<file path="config.mk">
export PLATFORM = sky130hd
export DESIGN_NAME = fp_mul_issue
export DESIGN_NICKNAME = d
export VERILOG_FILES = /design/src/rtl/fp_mul_issue.sv
export SDC_FILE = /design/constraint.sdc
export NUM_CORES = 1
export LEC_CHECK = 0
export ABC_AREA = 0
export CAP_MARGIN = 20
export CORE_ASPECT_RATIO = 0.7
export CORE_MARGIN = 4
export CORE_UTILIZATION = 35
export DETAILED_ROUTE_END_ITERATION = 10
export SETUP_SLACK_MARGIN = 0.2
export SLEW_MARGIN = 10
export SYNTH_ARGS = -nofsm -noshare
export SYNTH_HDL_FRONTEND = slang
export SYNTH_SLANG_ARGS = --single-unit
</file>
<file path="constraint.sdc">
create_clock -name clk -period 2.9 [get_ports clk]
set_clock_uncertainty 0.2 [all_clocks]
set_input_delay 0.725 -clock clk [delete_from_list [all_inputs] [get_ports clk]]
set_output_delay 0.725 -clock clk [all_outputs]
set_load 0.1 [all_outputs]
</file>
<file path="src/rtl/fp_mul_issue.sv">
// Issue/capture stage around the combinational FP16 multiplier.
// Operand pairs are buffered in a FIFO. The head pair is issued, and the product is captured into a valid/ready output register.
module fp_mul_issue #(
  parameter int DEPTH = 4,
  parameter int CNT_W = 8
) (
  input  logic             clk,
  input  logic             rst_n,
  input  logic             in_valid,
  output logic             in_ready,
  input  logic [15:0]      in_a,
  input  logic [15:0]      in_b,
  output logic             mul_valid_in,
  output logic [15:0]      mul_a,
  output logic [15:0]      mul_b,
  input  logic [15:0]      mul_result,
  input  logic             mul_result_vld,
  input  logic             mul_ovf,
  output logic             out_valid,
  input  logic             out_ready,
  output logic [15:0]      out_result,
  output logic             out_ovf,
  output logic [CNT_W-1:0] ovf_count,
  input  logic             clear_cnt,
  output logic             proto_err
);

  localparam int AW = (DEPTH > 1) ? $clog2(DEPTH) : 1;

  logic [15:0] mem_a [DEPTH];
  logic [15:0] mem_b [DEPTH];
  logic [AW-1:0] wr_ptr;
  logic [AW-1:0] rd_ptr;
  logic [AW:0]   count;
  logic          empty;
  logic          push;
  logic          issue;

  // A pair can leave only when the output register is free or being drained this cycle.
  always_comb begin
    empty        = (count == '0);
    in_ready     = (count != (AW+1)'(DEPTH));
    push         = in_valid && in_ready;
    issue        = !empty && (!out_valid || out_ready);
    mul_valid_in = issue;
    mul_a        = empty ? 16'h0000 : mem_a[rd_ptr];
    mul_b        = empty ? 16'h0000 : mem_b[rd_ptr];
  end

  always_ff @(posedge clk) begin
    if (push) begin
      mem_a[wr_ptr] <= in_a;
      mem_b[wr_ptr] <= in_b;
    end
  end

  // Pointers wrap naturally because DEPTH is a power of two.
  always_ff @(posedge clk) begin
    if (!rst_n) begin
      wr_ptr <= '0;
      rd_ptr <= '0;
      count  <= '0;
    end else begin
      if (push)  wr_ptr <= wr_ptr + AW'(1);
      if (issue) rd_ptr <= rd_ptr + AW'(1);
      case ({push, issue})
        2'b10:   count <= count + (AW+1)'(1);
        2'b01:   count <= count - (AW+1)'(1);
        default: count <= count;
      endcase
    end
  end

  always_ff @(posedge clk) begin
    if (!rst_n) begin
      out_valid  <= 1'b0;
      out_result <= 16'h0000;
      out_ovf    <= 1'b0;
    end else if (issue) begin
      out_valid  <= 1'b1;
      out_result <= mul_result;
      out_ovf    <= mul_ovf;
    end else if (out_ready) begin
      out_valid  <= 1'b0;
    end
  end

  // When clear and increment happen in the same cycle, the clear takes priority.
  always_ff @(posedge clk) begin
    if (!rst_n) begin
      ovf_count <= '0;
      proto_err <= 1'b0;
    end else begin
      if (clear_cnt)
        ovf_count <= '0;
      else if (issue && mul_ovf && (ovf_count != '1))
        ovf_count <= ovf_count + CNT_W'(1);
      if (issue && !mul_result_vld)
        proto_err <= 1'b1;
    end
  end

endmodule

</file>
# Yosys cells after proc, flatten, opt, wreduce, memory -nomap -nowiden
# Memories as Yosys holds them, arrays and structs flattened. A register that Yosys moved wholly into a read port is not among the register bits.
# Index checks and enable logic that the tools add are counted.
[word_totals]
reg_bits = 34
latch_bits = 0
ram_bits = 128
mem_bits_ro = 0
out_inout_bits = 61
n_memories = 2
[classes]
addsub = 5
multipliers = 0
div_mod_pow = 0
n_lt_le_gt_ge = 0
n_eq_ne = 4
shifts = 0
mux = 11
n_bitwise = 1
reduce_logical = 13
[memory_table]
columns = ["memory", "depth", "width", "read_ports", "rd_ports_with_merged_regs", "wr", "line_no", "rtl"]
rows = [
  ["mem_a", 4, 16, 1, 1, 1, "30", "logic [15:0] mem_a [DEPTH];"],
  ["mem_b", 4, 16, 1, 1, 1, "31", "logic [15:0] mem_b [DEPTH];"],
]
[op_table]
columns = ["cell", "n"]
rows = [
  ["$mux W16", 2],
  ["$add A8 B1 Y8 const B", 1],
  ["$mux W2", 4],
  ["$ne A8 B8 Y1 const B", 1],
  ["$pmux W3 S2", 1],
  ["$logic_and A1 B1 Y1", 5],
  ["$add A2 B1 Y2 const B", 2],
  ["$mux W1", 4],
  ["$reduce_bool A2 Y1", 2],
  ["$add A3 B1 Y3 const B", 1],
  ["$logic_not A1 Y1", 3],
  ["$logic_not A3 Y1", 1],
  ["$ne A3 B3 Y1 const B", 1],
  ["$sub A3 B1 Y3 const B", 1],
  ["$eq A2 B1 Y1 const B", 1],
  ["$eq A2 B2 Y1 const B", 1],
  ["$reduce_or A2 Y1", 1],
  ["$logic_or A1 B1 Y1", 1],
  ["$not A1 Y1", 1],
]

# Logic depth before layout (Yosys ltp)
[logic_depth]
word_depth = 5
depth_mapped = 11
mapped_depth_nobuf = 9

# Worst setup path before layout
# OpenSTA, ideal clock, no wires.
[synth_timing]
kind = "register to register"
from = "reg out_valid"
to = "reg count[2]"
arrival_ps = 2967
required_ps = 2624
setup_slack_ps = -342
stages_incl_launch_ff = 11
path_buffers = 1
period_less_slack_ps = 3242
path_cell_list = "dfxtp_1 > nand2b_1 > nand2_2 > inv_2 > buf_2 > ha_1 > inv_1 > fa_1 > xor2_1 > or3_1 > a21boi_0"
[synth_via]
elab_chain_len = 5
word_cells_on_any_way = 7
cone_classes = "2 x eq/ne; 1 x mux; 4 x reduce/logical"
[synth_rtl]
columns = ["element", "line_no", "rtl"]
rows = [
  ["start: declaration", "19", "output logic out_valid,"],
  ["start signal: assignment", "76", "out_valid <= 1'b0;"],
  ["start signal: assignment", "80", "out_valid <= 1'b1;"],
  ["start signal: assignment", "84", "out_valid <= 1'b0;"],
  ["$logic_not A1 Y1 *", "44", "issue = !empty && (!out_valid || out_ready);"],
  ["$logic_or A1 B1 Y1 *", "44", ""],
  ["$logic_and A1 B1 Y1 *", "44", ""],
  ["via mul_valid_in", "13", "output logic mul_valid_in,"],
  ["$eq A2 B1 Y1 / $eq A2 B2 Y1 (equally long branches)", "66", "case ({push, issue})"],
  ["$pmux W3 S2 / $reduce_bool A2 Y1 (equally long branches)", "-", ""],
  ["end signal: assignment", "67", "2'b10: count <= count + (AW+1)'(1);"],
  ["end signal: assignment", "68", "2'b01: count <= count - (AW+1)'(1);"],
  ["end signal: assignment", "69", "default: count <= count;"],
  ["end: declaration", "34", "logic [AW:0] count;"],
]
# The timed path passes the listed nets; every way through them passes the cells marked *.
# A chain may end at the register's enable or synchronous reset.

==> results.json <==
{
  "outcome": "completed",
  "synth_cells": 382,
  "die_x_um": 170,
  "globalRouteOverflowTotal": 0,
  "h-tree-depth": 4,
  "drive_above_1_share_pct": 36.4,
  "clockBufferDepth": 2,
  "synth_cell_type_count": 42,
  "portBuffers": 115,
  "tightestPinTransition_ns": 0.492,
  "crit_required_ns": 1.98,
  "maxCapViolations": 0,
  "synth-seq-cells": 164,
  "yosysSeqAreaShare_pct": 71.0,
  "gp_congestion": 0.715,
  "cts_hold_buf": 0,
  "postRouteAntennaNets": 0,
  "grt_max_degree": 33,
  "cp_max_fo": 8,
  "path_cells": "buf_12 -> buf_12 -> mux4_2 -> and2_4 -> buf_12",
  "cts_tree": "done",
  "final_cells": 771,
  "cts-root-buf": "clkbuf_16",
  "final_nets": 584,
  "critical_path.most_common_cell": "buf_12",
  "finalSetupViolations": 0,
  "hpwl_um": 8660,
  "post-route-drc-count": 0,
  "dpl_cell_area_um2": 8240,
  "slew_headroom_pct": 67.1,
  "die_y_um": 121,
  "cts_buffers": 17,
  "core_area_um2": 18000,
  "grt_antenna_before_repair": 0,
  "start_util_pct": 35.7,
  "final_area_um2": 9020,
  "wl_um": 13800,
  "ys.warnings.count": 0,
  "hold_viol": 0,
  "hold_path_startpoint": "out_result[9]",
  "rsz0062_at_grt": "true",
  "worstSkewPairLatency_ns": 0.42,
  "grt_pass1_wl_um": 21300,
  "dr.pass1.iters": 6,
  "grt_pass1_vias": 3835,
  "slowest_delay_ns": 0.52,
  "dr_total_vias": 3702,
  "drt_iter0_markers": 203,
  "die_area_um2": 20600,
  "finish.utilization_pct": 50.1,
  "cp-end-kind": "primary output",
  "synth-main-ff-cell": "edfxtp_1",
  "cp_slowest_cell": "mux4_2",
  "synth-edff-count": 128,
  "area_growth_pct": 40.4,
  "critPathKind": "reg2out",
  "drv_slew": 0,
  "rr_startpoint": "count[0]",
  "cts_sinks": 164,
  "synth-async-reset-ratio_pct": 0,
  "dpl.cell_count": 734,
  "rows": 41,
  "antenna_cells": 0,
  "ios": 116,
  "wl_per_cell_um": 17.9,
  "hp-class": "reg2reg",
  "avgViaCountPerCell": 4.80,
  "avgSynthCellArea_um2": 16.8,
  "grt.total_usage_pct": 13.8,
  "synth_fp_nets": 444,
  "period_minus_slack_ns": 2.85,
  "crit_path_start_kind": "register",
  "syn_area_um2": 6430,
  "timing.fmax_ghz": 0.351,
  "holdWs_ns": 0.255,
  "min_period_over_period_pct": 98.2,
  "cts.clk_slew.worst_paths_ns": 0.07,
  "crit_arrival_ns": 1.92,
  "nFillCells": 1495
}
what timing repair did:
action / in CTS / in global routing
gates cloned: 3 / 0
setup buffers: 2 / 0
endpoints found under the setup margin: 32 / 34
hold endpoints to repair: 0 / 0
gates resized for setup: 36 / 2
layout make-up:
class                   instances  area (um^2)  share of cell area [%]
multi-input cells             192         1840                    20.4
flip-flops and latches        164         4570                    50.7
repair buffers                139         1710                    19.0
clock inverters                14          143                    1.58
clock buffers                  18          429                    4.76
well taps                     236          295                    3.27
inverters                       8         32.5                   0.361
kinds of logic after synthesis:
group | synth area share, %
AO/OA/AOI/OAI | 4.01
XOR/XNOR | 0.681
adder cells (fa/ha/maj) | 1.48
buffers and inverters | 2.08
flip-flops | 71.0
multiplexers | 11.4
AND/OR/NAND/NOR | 9.36
cell usage in the layout (no fill, tap or decap), types with 3 or more instances in the layout:
cell | synthesis | layout
and2_4 | 0 | 32
inv_1 | 7 | 7
and2_1 | 40 | 8
nor2_1 | 3 | 3
clkbuf_16 | 0 | 17
a21boi_0 | 10 | 10
a21oi_1 | 6 | 6
nand2_1 | 38 | 38
xnor2_1 | 4 | 4
dfxtp_2 | 0 | 3
ha_1 | 6 | 5
nand3_1 | 4 | 4
inv_6 | 0 | 5
mux4_2 | 32 | 32
edfxtp_1 | 128 | 128
o21ai_0 | 4 | 4
buf_4 | 0 | 44
clkinv_4 | 0 | 4
and3_2 | 0 | 4
buf_16 | 0 | 3
or3_1 | 3 | 3
clkdlybuf4s50_1 | 0 | 54
dfxtp_1 | 36 | 32
buf_12 | 0 | 38
nand2b_1 | 4 | 3
a21boi_1 | 9 | 9
flip-flops by register name, indices dropped and copies added (netlist names), named ones only:
register	cells
mem_b	64
rd_ptr	2
out_valid	1
mem_a	64
proto_err	1
count	3
wr_ptr	2
ovf_count	8
out_result	16
out_ovf	1
layer usage:
| layer | global-route usage [%] | vias up | wire length [um] |
|---|---|---|---|
| met4 | 4.04 | 0 | 114 |
| li1 | - | 1735 | - |
| met1 | 19.1 | 1865 | 6440 |
| met2 | 21.3 | 94 | 6560 |
| met5 | 0 | - | 0 |
| met3 | 4.27 | 8 | 711 |
per-stage QoR:
step	setup slack, ns	TNS, ns
6_report	0.0513	0
5_1_grt	-0.0203	-0.120
4_1_cts	0.0155	0
3_5_place_dp	0.0147	0
3_3_place_gp	0.0403	0
2_1_floorplan	0.228	0
worst max-delay path: cells and delay by family, from the launching register on:
family	cells	cell delay, ns
multiplexers	1	0.52
buffers and inverters	3	0.44
flip-flops	1	0.37
AND/OR/NAND/NOR	1	0.18
worst paths after layout:
check	to	slack, ns	cells past startpoint
worst min-delay path	out_result[9]	0.25	2
worst min register to register	out_result[9]	0.25	2
worst max register to register	count[2]	0.38	9
worst max-delay path	mul_a[3]	0.05	5
synthesized netlist by cell type, types with 5 or more instances:
library cell | instances | area share (%)
ha_1 | 6 | 1.2
and2_1 | 40 | 3.9
and3_1 | 5 | 0.49
a21boi_0 | 10 | 1.2
buf_2 | 5 | 0.39
a21oi_1 | 6 | 0.47
nand2_1 | 38 | 2.2
clkbuf_1 | 8 | 0.47
mux4_2 | 32 | 11
a21boi_1 | 9 | 1.1
dfxtp_1 | 36 | 11
inv_1 | 7 | 0.41
edfxtp_1 | 128 | 60
Power is not shown: default switching activity piles up to over one toggle a cycle in this logic, so the estimate is an artifact.
